File: config.mk
export PLATFORM = sky130hd
export DESIGN_NAME = vga_stream_receiver
export DESIGN_NICKNAME = d
export VERILOG_FILES = /design/src/rtl/vga_stream_receiver.sv
export SDC_FILE = /design/constraint.sdc
export NUM_CORES = 1
export LEC_CHECK = 0
export CAP_MARGIN = 10
export CORE_MARGIN = 2
export CORE_UTILIZATION = 35
export CTS_CLUSTER_DIAMETER = 40
export CTS_CLUSTER_SIZE = 10
export DETAILED_ROUTE_END_ITERATION = 10
export PLACE_DENSITY = 0.57
export SLEW_MARGIN = 20
export SYNTH_ARGS = -nofsm -noshare
export SYNTH_HDL_FRONTEND = slang
export SYNTH_SLANG_ARGS = --single-unit
File: constraint.sdc
create_clock -name clk -period 3.8 [get_ports clk]
set_clock_uncertainty 0.05 [all_clocks]
set_input_delay 0.76 -clock clk [delete_from_list [all_inputs] [get_ports clk]]
set_output_delay 0.76 -clock clk [all_outputs]
set_load 0.01 [all_outputs]
File: src/rtl/vga_stream_receiver.sv
// vga_stream_receiver: recovers pixel position and colour from a TinyVGA PMOD
// byte stream sampled on the pixel clock. It locks its own h/v counters to the
// incoming sync pulses and reports lock losses.
// Stream semantics: there is no backpressure. pix_valid qualifies pix_x/pix_y
// and the colours in the cycle they are presented; a new output appears every
// clock, exactly 2 clocks after the matching vga_in byte.
module vga_stream_receiver #(
  parameter int H_DISPLAY      = 640,
  parameter int H_SYNC_START   = 656,
  parameter int H_TOTAL        = 800,
  parameter int V_DISPLAY      = 480,
  parameter int V_SYNC_START   = 490,
  parameter int V_TOTAL        = 525,
  parameter int MIN_GOOD_LINES = 2
) (
  input  logic       clk,
  input  logic       reset,
  input  logic [7:0] vga_in,
  output logic       pix_valid,
  output logic [9:0] pix_x,
  output logic [9:0] pix_y,
  output logic [1:0] pix_r,
  output logic [1:0] pix_g,
  output logic [1:0] pix_b,
  output logic       frame_start,
  output logic       locked,
  output logic [7:0] err_count,
  output logic [1:0] fsm_state
);

  typedef enum logic [1:0] {
    SEARCH  = 2'd0,
    H_ALIGN = 2'd1,
    LOCKED  = 2'd2
  } state_t;

  localparam logic [9:0] HD    = 10'(H_DISPLAY);
  localparam logic [9:0] HSS   = 10'(H_SYNC_START);
  localparam logic [9:0] HT_M1 = 10'(H_TOTAL - 1);
  localparam logic [9:0] VD    = 10'(V_DISPLAY);
  localparam logic [9:0] VSS   = 10'(V_SYNC_START);
  localparam logic [9:0] VT_M1 = 10'(V_TOTAL - 1);
  localparam logic [3:0] MIN_GL = 4'(MIN_GOOD_LINES);

  state_t     state;
  state_t     state_next;
  logic [7:0] vga_q;
  logic       hs_prev;
  logic       vs_prev;
  logic [9:0] hcnt;
  logic [9:0] vcnt;
  logic [3:0] good_lines;

  logic       h_edge;
  logic       v_edge;
  logic       at_hsync;
  logic       at_vsync;
  logic       h_match;
  logic       v_match;
  logic       h_err;
  logic       v_err;
  logic       lock_err;
  logic       h_wrap;
  logic [9:0] hcnt_step;
  logic [9:0] vcnt_step;
  logic       realign;
  logic       vlock;
  logic       gl_inc;
  logic       load_valid;

  // Input capture: one register stage plus the previous sync levels for edge detect
  always_ff @(posedge clk or posedge reset) begin
    if (reset) begin
      vga_q   <= 8'd0;
      hs_prev <= 1'b1;
      vs_prev <= 1'b1;
    end else begin
      vga_q   <= vga_in;
      hs_prev <= vga_q[7];
      vs_prev <= vga_q[3];
    end
  end

  // Syncs are active-low, so an edge is the high-to-low transition
  assign h_edge   = !vga_q[7] && hs_prev;
  assign v_edge   = !vga_q[3] && vs_prev;
  assign at_hsync = (hcnt == HSS);
  assign at_vsync = (hcnt == 10'd0) && (vcnt == VSS);
  assign h_match  = h_edge && at_hsync;
  assign v_match  = v_edge && at_vsync;
  // An expected edge that is missing counts the same as an unexpected one
  assign h_err    = (h_edge && !h_match) || (at_hsync && !h_edge);
  assign v_err    = (v_edge && !v_match) || (at_vsync && !v_edge);
  assign lock_err = (state == LOCKED) && (h_err || v_err);

  assign h_wrap    = (hcnt == HT_M1);
  assign hcnt_step = h_wrap ? 10'd0 : hcnt + 10'd1;
  assign vcnt_step = h_wrap ? ((vcnt == VT_M1) ? 10'd0 : vcnt + 10'd1) : vcnt;

  // State register
  always_ff @(posedge clk or posedge reset) begin
    if (reset) state <= SEARCH;
    else       state <= state_next;
  end

  // Next-state logic plus the counter realign/lock strobes it owns
  always_comb begin
    state_next = state;
    realign    = 1'b0;
    vlock      = 1'b0;
    gl_inc     = 1'b0;
    unique case (state)
      SEARCH: begin
        if (h_edge) begin
          realign    = 1'b1;
          state_next = H_ALIGN;
        end
      end
      H_ALIGN: begin
        if (h_match)     gl_inc  = 1'b1;
        else if (h_edge) realign = 1'b1;
        if (v_edge && (hcnt == 10'd0) && (good_lines >= MIN_GL)) begin
          vlock      = 1'b1;
          state_next = LOCKED;
        end
      end
      LOCKED: begin
        if (h_err || v_err) state_next = SEARCH;
      end
      default: state_next = SEARCH;
    endcase
  end

  // Output decode of the FSM; an erroring cycle already blanks the output stage
  always_comb begin
    locked     = (state == LOCKED);
    fsm_state  = state;
    load_valid = (state == LOCKED) && !lock_err && (hcnt < HD) && (vcnt < VD);
  end

  // Position counters: free-running, overridden on realign (h) or lock (v)
  always_ff @(posedge clk or posedge reset) begin
    if (reset) begin
      hcnt <= 10'd0;
      vcnt <= 10'd0;
    end else begin
      hcnt <= realign ? HSS + 10'd1 : hcnt_step;
      vcnt <= vlock ? VSS : vcnt_step;
    end
  end

  // Good-line counter (saturating) and lock-loss counter (saturating)
  always_ff @(posedge clk or posedge reset) begin
    if (reset) begin
      good_lines <= 4'd0;
      err_count  <= 8'd0;
    end else begin
      if (realign)                           good_lines <= 4'd0;
      else if (gl_inc && good_lines != 4'hF) good_lines <= good_lines + 4'd1;
      if (lock_err && err_count != 8'hFF)    err_count  <= err_count + 8'd1;
    end
  end

  // Output stage: colours are forced to 0 outside valid pixels
  always_ff @(posedge clk or posedge reset) begin
    if (reset) begin
      pix_valid   <= 1'b0;
      pix_x       <= 10'd0;
      pix_y       <= 10'd0;
      pix_r       <= 2'd0;
      pix_g       <= 2'd0;
      pix_b       <= 2'd0;
      frame_start <= 1'b0;
    end else begin
      pix_valid   <= load_valid;
      pix_x       <= hcnt;
      pix_y       <= vcnt;
      pix_r       <= load_valid ? {vga_q[0], vga_q[4]} : 2'd0;
      pix_g       <= load_valid ? {vga_q[1], vga_q[5]} : 2'd0;
      pix_b       <= load_valid ? {vga_q[2], vga_q[6]} : 2'd0;
      frame_start <= load_valid && (hcnt == 10'd0) && (vcnt == 10'd0);
    end
  end

endmodule
==> reports/results.txt, run 1 <==
The net count reported at finish was 331; the largest net degree at the start of global routing was 50. The run gives 771 as the final-layout fill cell count. The total of flip-flops plus latches after synthesis was 72. In this run the worst hold path is classified as register to register. In the post-route analysis, the smallest setup slack over all paths is 1.21 ns. The die is 96.8 um tall. For the area taken by flip-flops and latches, the log shows 1800 um2.

Clock-pin slew was measured on the worst setup and hold paths at 0.08 ns. Dividing the detail-routed wire length by the instance count gives 14.4 um. After detailed routing, the total wire length is 6.06 mm. Routability-driven placement finished with a final weighted congestion of 0.783. The logs give 4.28 mm for the final HPWL from detailed placement and 1.28 ns for the worst slack at placement. Across all hold checks on the routed design, the worst slack comes to 0.337 ns. For the count of nets left with antenna violations after detail routing, the log shows 0. Counting every sink on the clock net gives 72. The logs give 0 for the max-capacitance violation count and 0 for the number of endpoints with negative hold slack in the final report. The number of CTS-inserted buffers is 9.

Timing would allow up to 386 MHz. The number of distinct library cells after synthesis was 44; the shortest period the worst path allows was 2.59 ns. The ratio of cells with drive above 1 in the final layout was 0.0949. For the maximum resistive drop on vdd, the log shows 0.236 mV.

Global routing finished with a remaining overflow of 0. The worst setup path is of the register to output pin kind. Buffers placed on the I/O ports in this run total 48. The total global-route track usage is 0.136.

The final count of negative-setup-slack endpoints is 0, and the post-synthesis average cell area is 11.8 um2. Power spread over the standard cell area amounts to 470 nW/um2. The first global-routing pass estimated 10.1 mm of wire.

TritonCTS built the clock tree. The proportion of synthesized chip area in sequential cells is 0.599. For the worst setup path, the data arrival time is 1.78 ns. The run finished with clean final reports.

The standard cell core area was 8300 um2; the number of global-route vias before repair was 2083. The netlist area before placement was 3010 um2. For the initial core utilization, the log shows 0.363.

The number of antenna violations at the first check in global routing is 0. STA classifies the critical path startpoint as a register. STA puts the critical path data required time at 2.99 ns. In the synthesized netlist, the number of instances is 255.

For the area of the die, the log shows 9360 um2. The tools report the leakage power as 1.71 nW. In this run the post-CTS setup repair buffer count came out at 0. The number of pins exceeding their max-slew limit in the final report came out at 0.

Summed area of non-filler cells in the final layout: 3860 um2. The actual slew at the worst max-slew pin is 0.529 ns. Area added between synthesis and finish: 28.0%. The ratio of final minimum period to clock period came out at 0.681. The cell sitting at the root of the clock tree is a clkbuf_8.

The routed layout has 2108 vias. Using the TritonRoute via totals, the vias-per-cell ratio works out to 5.01. The initialized floorplan defines 33 standard-cell rows. In this run, the number of DRC markers left after iteration 0 of detailed routing was 49. In the final layout, the multi-input gates occupy 1160 um2. The number of H-tree levels was 3; the I/O pin count was 49. The tools report the sort of element at the end of the critical path as an output pin.

For the worst-skew pair, the clock arrives at the later sink with an insertion delay of 0.35 ns. In this run the deepest clock path goes through 2 buffers. Top fanout value on the critical path: 6.

The placed instances occupy a cell area of 3630 um2. Before antenna repair, the detailed router went through 4 iterations. After routing, the total negative slack on setup checks comes to 0 ns. In the routed design, unresolved DRC markers number 0.

The number of antenna diodes in the final layout is 0. Number of nets produced by synthesis: 275. Setup repair after global routing left no endpoint under its margin. The worst slew margin relative to its limit was 0.647. Once the clock tree was built, the resizer swapped 0 gates to a different size. The number of hold buffers added after CTS was 0.

The horizontal extent of the die was 96.8 um. Count of warnings emitted by yosys: 0.
-- area by class of cell --
| type | instances | share of cell area |
|---|---|---|
| inverters | 7 | 0.00681 |
| clock buffers | 9 | 0.0321 |
| repair buffers | 50 | 0.132 |
| clock inverters | 7 | 0.0269 |
| well taps | 105 | 0.0341 |
| flip-flops and latches | 72 | 0.468 |
| multi-input cells | 171 | 0.300 |
-- state kept, by name, indices dropped and copies added (netlist names) --
register	cells
pix_g	2
hcnt	10
pix_b	2
fsm_state	2
vs_prev	1
vga_q	8
vcnt	10
err_count	8
pix_y	10
pix_r	2
good_lines	4
hs_prev	1
frame_start	1
pix_valid	1
pix_x	10
-- critical path: stages, from the launching register on --
cell	delay, ns
dfrtp_1	0.47
nor2b_1	0.36
clkdlybuf4s50_1	0.60
-- worst paths after layout --
| check | from | end | slack (ns) | depth (start not counted) |
|---|---|---|---|---|
| max | fsm_state[1] | locked | 1.21 | 2 |
| max in group asynchronous | reset | pix_x[9] | 2.33 | 3 |
| min reg2reg | vga_q[7] | hs_prev | 0.34 | 0 |
| max reg2reg | hcnt[0] | err_count[1] | 1.25 | 10 |
| min in group asynchronous | reset | vga_q[6] | 0.72 | 2 |
| min | vga_q[7] | hs_prev | 0.34 | 0 |
-- per-stage QoR --
step           power [W]  instances  utilization
6_report         0.00181        421        0.465
5_1_grt          0.00191        421        0.465
4_1_cts          0.00184        421        0.465
3_5_place_dp     0.00115        405        0.437
3_3_place_gp     0.00115        405        0.437
2_1_floorplan    0.00104        255            -
-- synth_stat cells, drive strengths merged --
master,n,area (um2)
buf,3,15.0
clkbuf,2,7.51
dfrtp,70,1750
o41ai,1,8.76
a21oi,8,40.0
or4b,1,13.8
or4,2,15.0
o221ai,1,15.0
nor3b,3,22.5
o311ai,2,17.5
and4b,1,10.0
and2,10,62.6
nand2b,3,18.8
nand4bb,1,11.3
nand2,20,75.1
a21o,1,7.51
a31oi,2,12.5
o21ai,11,55.1
dfstp,2,52.6
and4,1,8.76
and3,9,58.8
o211ai,1,7.51
nor2,15,63.8
and4bb,1,12.5
nor2b,5,31.3
nand3,12,60.1
nand4b,1,8.76
xor2,9,78.8
inv,7,26.3
nor4,7,58.8
ha,10,125
nand3b,1,7.51
or3,2,12.5
mux2,2,30.0
xnor2,9,78.8
a211oi,1,7.51
a221o,2,20.0
nand4,2,12.5
nor3,9,45.0
o211a,1,10.0
nor4b,4,35.0
-- power breakdown --
part	internal (W)	total, W	switching, W
clock network	0.000377	0.000682	0.000305
logic	0.000128	0.000253	0.000125
registers	0.000826	0.000879	0.0000527
total	0.00133	0.00181	0.000482
-- logic make-up (layout without fill, tap and decap cells) --
kind of cell             after synthesis  count (layout)  synth area share
AO/OA/AOI/OAI                         31              31            0.0669
adder cells (fa/ha/maj)               10              10            0.0415
XOR/XNOR                              18              18            0.0524
multiplexers                           2               2           0.00997
buffers and inverters                 12              73            0.0162
AND/OR/NAND/NOR                      110             110             0.214
flip-flops                            72              72             0.599
-- placed cells by master, fill, tap and decap left out, drive strengths merged, types with 3 or more instances in the layout --
cell type,instances
and2,10
ha,10
nor3,9
o21ai,11
nor4,7
nand3,12
nor2,15
and3,9
nor3b,3
nor4b,4
dfrtp,70
clkdlybuf4s50,48
nand2b,3
xnor2,9
a21oi,8
inv,9
clkbuf,9
nor2b,5
nand2,20
xor2,9
-- routing by layer --
layer	part of all wire	vias up	GRT usage	routed length (um)
met3	0.047	2	0.0477	282
li1	-	1017	-	-
met1	0.47	1042	0.178	2850
met2	0.48	47	0.211	2890
met4	0.0050	0	0.0477	30
met5	0	-	0	0
Power figures use the tool's default switching activity.
==> inputs of run 2 (changes only) <==
--- a/config.mk
+++ b/config.mk
@@ -11,7 +11,7 @@
 export CTS_CLUSTER_DIAMETER = 40
 export CTS_CLUSTER_SIZE = 10
 export DETAILED_ROUTE_END_ITERATION = 10
-export PLACE_DENSITY = 0.57
+export PLACE_DENSITY = 0.59
 export SLEW_MARGIN = 20
 export SYNTH_ARGS = -nofsm -noshare
 export SYNTH_HDL_FRONTEND = slang
==> constraint.sdc (replaced) <==
create_clock -name clk -period 2.2 [get_ports clk]
set_clock_uncertainty 0.05 [all_clocks]
set_input_delay 0.44 -clock clk [delete_from_list [all_inputs] [get_ports clk]]
set_output_delay 0.44 -clock clk [all_outputs]
set_load 0.01 [all_outputs]
==> reports/results.txt, run 2 (synthesis gave the netlist of run 1 again) <==
Setup repair after global routing could not meet its margin everywhere. The largest stage delay on the critical path was 0.49 ns (was 0.60 ns); the power share of the combinational group was 0.192 (was 0.139). Total grt overflow: 0 (unchanged).

The total global-route track usage was 0.144 (was 0.136); the final HPWL from detailed placement was 4.50 mm (was 4.28 mm). The total internal power was 0.00242 W (was 0.00133 W). For the number of H-tree levels, the log shows 3 (unchanged). TritonCTS built the clock tree. The number of CTS-inserted buffers is 9 (unchanged), and the ratio of cells with drive above 1 in the final layout is 0.209 (was 0.0949). Height of the die: 96.8 um (unchanged). The sequential group share of total power is 0.454 (was 0.485), and the worst slew margin relative to its limit is 0.597 (was 0.647). The cell with the largest stage delay on the worst path was or4b_4 (was clkdlybuf4s50_1). The worst slack at placement is -0.213 ns (was 1.28 ns). The most common library cell in the layout ignoring fill and taps is dfrtp_1 (unchanged). The switching fraction of total power works out to 0.265 (was 0.266). The standard cell core area was 8300 um2 (unchanged); the part of the power in the clock network was 0.354 (was 0.376). The least setup slack across all paths after layout came out at -0.143 ns (was 1.21 ns). The tools report the row count as 33 (unchanged).

Multi-input combinational cell area: 1260 um2 (was 1160 um2). For the upper clock frequency limit, the log shows 427 MHz. The largest net degree at the start of global routing was 73 (was 50); the insertion delay of the later-clocked pin in the worst-skew pair was 0.34 ns (was 0.35 ns).

The leakage power came out at 1.87 nW (was 1.71 nW). The top fanout value on the critical path works out to 7 (was 6). The ratio of final minimum period to clock period was 1.06.

The I/O pin count is 49 (unchanged), and the net count reported at finish is 360 (was 331). The checks that failed: negative setup slack. Overall power of the completed layout: 0.00329 W (was 0.00181 W). The end-of-flow core utilization was 0.503 (was 0.465); the area of the die was 9360 um2 (unchanged). The run gives 2198 (was 2108) as the via count. The category of the most critical setup path was register to register (was register to output pin).

The top cell family by delay on the critical path is simple AND/OR/NAND/NOR gates (was buffers and inverters). The initial core utilization is 0.363 (unchanged). Most used cells in the layout excluding fill and tap cells: dfrtp_1 (70), clkdlybuf4s50_1 (48), buf_4 (30), nand2_1 (19), nor2_1 (14) (was dfrtp_1 (70), clkdlybuf4s50_1 (48), nand2_1 (20), nor2_1 (14), nand3_1 (12)). Count of unresolved DRC violations after routing: 0 (unchanged). The actual slew at the worst max-slew pin is 0.603 ns (was 0.529 ns). The starting DRC count in detailed routing is 56 (was 49).

The power density of the placed cells was 788 nW/um2 (was 470 nW/um2); the buffers plus inverters on the worst setup path was 2 (was 1). For the number of antenna violations at the first check in global routing, the log shows 0 (unchanged). The setup TNS came out at -0.762 ns (was 0 ns).

The average vias per placed instance was 4.88 (was 5.01). The tools report the root buffer selected by CTS as clkbuf_8 (unchanged). The antenna diode count was 0 (unchanged); the maximum resistive drop on vdd was 0.547 mV (was 0.236 mV). The arrival time at the worst endpoint is 2.57 ns (was 1.78 ns).

Mean routed wirelength per cell: 14.1 um (was 14.4 um). The first-pass GRT wire length was 10.8 mm (was 10.1 mm); the horizontal extent of the die was 96.8 um (unchanged). The area taken by flip-flops and latches came out at 1800 um2 (unchanged). The run gives 0 (unchanged) as the number of pins exceeding their max-slew limit in the final report. The area added between synthesis and finish is 38.6% (was 28.0%), and the number of endpoints with negative hold slack in the final report is 0 (unchanged).

The run gives 0.828 (was 0.783) as the routability congestion estimate. The smallest clock period supported by the final layout is computed as 2.34 ns. For the worst-case clock buffer depth, the log shows 2 (unchanged). Wire length after detailed routing: 6.35 mm (was 6.06 mm).

The number of clock sinks came out at 72 (unchanged). The worst min-delay path class is register to register (unchanged). The run finished, with violations left.

Worst-path cell chain: inv_1, ha_2, or4b_4, nor4_4, mux2_4, buf_4, nor4b_4, xor2_1 (was nor2b_1, clkdlybuf4s50_1). The port buffer count was 48 (unchanged); the reported net switching power was 0.000871 W (was 0.000482 W). The final count of negative-setup-slack endpoints is 14 (was 0). The count of nets left with antenna violations after detail routing was 0 (unchanged); the required time at the endpoint of the critical path was 2.42 ns (was 2.99 ns).

The tools report the category of the worst setup path launch point as a register (unchanged). The detailed-router iteration count before antenna repair is 4 (unchanged). The tools report the max-capacitance violation count as 0 (unchanged). The CTS clock-pin slew for the worst setup and hold paths was 0.08 ns (about the same); the number of global-route vias before repair was 2203 (was 2083). Final-layout fill cell count: 749 (was 771).

The tools report the sort of element at the end of the critical path as a register (was an output pin).
==> run 2: final timing paths <==
check,from,to,slack [ns],cells past startpoint
min in group asynchronous,reset,pix_y[1],0.47,3
min reg2reg,vga_q[7],hs_prev,0.34,0
max in group asynchronous,reset,hs_prev,1.28,3
min,vga_q[7],hs_prev,0.34,0
max reg2reg,hcnt[0],err_count[4],-0.14,8
max,hcnt[0],err_count[4],-0.14,8
==> run 2: timing repair <==
| action | in CTS | in global routing |
|---|---|---|
| endpoints found under the setup margin | 17 | 25 |
| pin swaps | 4 | 1 |
| buffers inserted | 2 | 2 |
| hold buffers | 0 | 0 |
| gates resized for setup | 8 | 7 |
==> run 2: power groups by stage <==
stage | clock network (W) | logic [W] | registers (W)
finish | 0.00116 | 0.000631 | 0.00149
global route | 0.00126 | 0.000697 | 0.00150
CTS | 0.00121 | 0.000623 | 0.00149
detailed placement | 0 | 0.000573 | 0.00151
global placement | 0 | 0.000570 | 0.00151
floorplan | 0 | 0.000271 | 0.00154
==> run 2: routing by layer <==
metal  global-route usage  wire length, um
met1                0.191             2890
met2                0.222             3140
met3               0.0426              222
met4               0.0553               92
met5                    0                0
==> run 2: final cells by class <==
type                    count  share of cell area
inverters                   7             0.00720
clock buffers               9              0.0297
well taps                 105              0.0315
repair buffers             79               0.174
flip-flops and latches     72               0.432
clock inverters             7              0.0243
multi-input cells         171               0.301
==> run 2: through the flow <==
stage | hold WS [ns] | cells | cell area [um2]
finish | 0.337 | 450 | 4170
global route | 0.355 | 450 | 4170
CTS | 0.344 | 448 | 4140
detailed placement | 0.326 | 430 | 3850
global placement | 0.319 | 430 | 3850
floorplan | 0.299 | 255 | 3050
==> run 2: worst register-to-register path: cells and delay by family, from the launching register on <==
kind                       cells  cell delay, ns
xor gates and xnor gates       1            0.16
adders and majority gates      1            0.17
buffers and inverters          2            0.22
DFF                            1            0.38
muxes                          1            0.39
and+or+nand+nor                3            0.91
==> inputs of run 3 (changes only) <==
--- a/config.mk
+++ b/config.mk
@@ -11,8 +11,10 @@
 export CTS_CLUSTER_DIAMETER = 40
 export CTS_CLUSTER_SIZE = 10
 export DETAILED_ROUTE_END_ITERATION = 10
+export GPL_TIMING_DRIVEN = 1
 export PLACE_DENSITY = 0.59
 export SLEW_MARGIN = 20
 export SYNTH_ARGS = -nofsm -noshare
 export SYNTH_HDL_FRONTEND = slang
 export SYNTH_SLANG_ARGS = --single-unit
+export TNS_END_PERCENT = 50
==> reports/results.txt, run 3 (synthesis gave the netlist of run 1 again) <==
The switching fraction of total power was 0.275 (was 0.265). The logs give 33 (unchanged) for the row count and 0.623 (was 0.597) for the worst slew margin relative to its limit. The upper clock frequency limit is 426 MHz (was 427 MHz), and the ratio of cells with drive above 1 in the final layout is 0.226 (was 0.209).

The top fanout value on the critical path is 7 (unchanged). The I/O pin count is 49 (unchanged). The area taken by flip-flops and latches is 1810 um2 (was 1800 um2), and the wire length after detailed routing is 6.29 mm (was 6.35 mm). Root buffer selected by CTS: clkbuf_8 (unchanged). The logs give 0.213 (was 0.192) for the power share of the combinational group and 432 (was 430) for the number of placed instances with taps included.

Arrival time at the worst endpoint: 2.53 ns (was 2.57 ns). The flow ran to the end, but the final reports show violations. The ratio of final minimum period to clock period is 1.07 (was 1.06). The tools report the summed area of non-filler cells in the final layout as 4220 um2 (was 4170 um2). The starting DRC count in detailed routing is 66 (was 56). The number of global-route vias before repair is 2202 (was 2203), and the shortest period the worst path allows is 2.35 ns (was 2.34 ns). The number of clock sinks came out at 72 (unchanged). The number of H-tree levels was 3 (unchanged); the total global-route track usage was 0.142 (was 0.144). The port buffer count works out to 48 (unchanged). Setup repair after global routing could not meet its margin everywhere. The actual slew at the worst max-slew pin was 0.564 ns (was 0.603 ns); the area of the die was 9360 um2 (unchanged). Least setup slack across all paths after layout: -0.150 ns (was -0.143 ns). The logs give 8 (was 14) for the final count of negative-setup-slack endpoints and 0 (unchanged) for the max-capacitance violation count. Most used cells in the layout excluding fill and tap cells: dfrtp_1 (69), clkdlybuf4s50_1 (48), buf_4 (33), nand2_1 (19), nor2_1 (14) (was dfrtp_1 (70), clkdlybuf4s50_1 (48), buf_4 (30), nand2_1 (19), nor2_1 (14)).

Worst min-delay path class: register to register (unchanged). The count of cells along the worst hold path is 0 (unchanged). TritonCTS built the clock tree. Count of non-filler cells in the finished layout: 455 (was 450). Maximum resistive drop on vdd: 0.531 mV (was 0.547 mV). The sort of element at the end of the critical path was a register (unchanged). Antenna diode count: 0 (unchanged).

The part of the power in the clock network is 0.320 (was 0.354). The number of antenna violations at the first check in global routing came out at 0 (unchanged). The run gives 2 (unchanged) as the worst-case clock buffer depth.

For the final HPWL from detailed placement, the log shows 4.59 mm (was 4.50 mm). The power density of the placed cells is 758 nW/um2 (was 788 nW/um2). The routability congestion estimate was 0.807 (was 0.828); the number of pins exceeding their max-slew limit in the final report was 0 (unchanged). For the required time at the endpoint of the critical path, the log shows 2.38 ns (was 2.42 ns). The number of endpoints with negative hold slack in the final report is 0 (unchanged), and the CTS clock-pin slew for the worst setup and hold paths is 0.08 ns (about the same). The initial core utilization is 0.363 (unchanged), and the insertion delay of the later-clocked pin in the worst-skew pair is 0.35 ns (was 0.34 ns). The leakage power was 1.90 nW (was 1.87 nW); the total internal power was 0.00232 W (was 0.00242 W).

The post-detailed-placement cell area is 3850 um2 (about the same), and the number of CTS-inserted buffers is 9 (unchanged). The area added between synthesis and finish works out to 40.2% (was 38.6%). First-pass GRT wire length: 10.7 mm (was 10.8 mm).

The detailed-router iteration count before antenna repair is 4 (unchanged), and the count of nets left with antenna violations after detail routing is 0 (unchanged). For the total grt overflow, the log shows 0 (unchanged). The category of the worst setup path launch point is a register (unchanged).

The count of unresolved DRC violations after routing is 0 (unchanged). The run gives 8300 um2 (unchanged) as the standard cell core area. The length in cells of the worst reg-to-reg path is 6 (was 8), and the final-layout fill cell count is 737 (was 749). The mean routed wirelength per cell is 13.8 um (was 14.1 um). The category of the most critical setup path is register to register (unchanged). The net count reported at finish came out at 365 (was 360). The horizontal extent of the die works out to 96.8 um (unchanged). The most common library cell in the layout ignoring fill and taps was dfrtp_1 (unchanged).

Violated checks: negative setup slack (unchanged). The tools report the final hold slack as 0.334 ns (was 0.337 ns). The tools report the largest net degree at the start of global routing as 32 (was 73). The hold-fix buffer count after cts was 0 (unchanged); the height of the die was 96.8 um (unchanged). The via count was 2221 (was 2198); the setup TNS was -0.888 ns (was -0.762 ns). The reported net switching power was 0.000879 W (was 0.000871 W). For the sequential group share of total power, the log shows 0.467 (was 0.454). The multi-input combinational cell area is 1280 um2 (was 1260 um2), and the average vias per placed instance is 4.88 (about the same).
run 3: cell types whose count changed in the layout (fill, tap and decap cells not counted), moves of 2 or more:
| cell | delta |
|---|---|
| buf_4 | +3 |
| clkinv_4 | +2 |
| nor4_2 | -2 |
| clkinv_2 | +2 |
| inv_6 | -3 |
run 3: layout make-up:
cell class	instances	area share
Clock buffer	9	0.0293
Clock inverter	7	0.0172
Inverter	7	0.00711
Multi-Input combinational cell	171	0.303
Sequential cell	72	0.428
Tap cell	105	0.0311
Timing Repair Buffer	84	0.185
run 3: final timing paths:
check	startpoint	slack (ns)	to
setup / recovery	hcnt[6]	-0.15	err_count[1]
hold / removal	vga_q[7]	0.33	hs_prev
setup reg to reg	hcnt[6]	-0.15	err_count[1]
hold reg to reg	vga_q[7]	0.33	hs_prev
max in group asynchronous	reset	1.19	vcnt[4]
min in group asynchronous	reset	0.41	err_count[6]
run 3: metal layers:
layer / global-route usage / vias to the layer above / part of all wire
li1: - / 1085 / -
met1: 0.182 / 1088 / 0.47
met2: 0.232 / 40 / 0.48
met3: 0.0390 / 8 / 0.036
met4: 0.0520 / 0 / 0.015
met5: 0 / - / 0
run 3: through the flow:
| step | util | total power [W] | setup slack (ns) |
|---|---|---|---|
| floorplan | - | 0.00180 | -0.111 |
| detailed placement | 0.464 | 0.00208 | -0.243 |
| CTS | 0.499 | 0.00318 | -0.165 |
| global placement | 0.464 | 0.00207 | -0.169 |
| finish | 0.509 | 0.00320 | -0.150 |
| global route | 0.509 | 0.00339 | -0.278 |
run 3: power by group through the flow:
stage / Clock (W) / Combinational, W / Sequential (W)
finish: 0.00102 / 0.000682 / 0.00149
global route: 0.00112 / 0.000763 / 0.00151
CTS: 0.00106 / 0.000625 / 0.00149
detailed placement: 0 / 0.000569 / 0.00151
global placement: 0 / 0.000559 / 0.00151
floorplan: 0 / 0.000257 / 0.00154
run 3: worst max-delay path, stage by stage, from the launching register on:
cell and delay, ns:
dfrtp_1 0.41, buf_6 0.13, or4_4 0.49, nor4_4 0.33, mux2_4 0.39, nor2_4 0.12
mux2_4 0.30
run 3: repair_timing:
action,4_1_cts,5_1_grt
endpoints found under the setup margin,9,19
buffers inserted,2,5
pin swaps,6,3
gates resized for setup,11,12
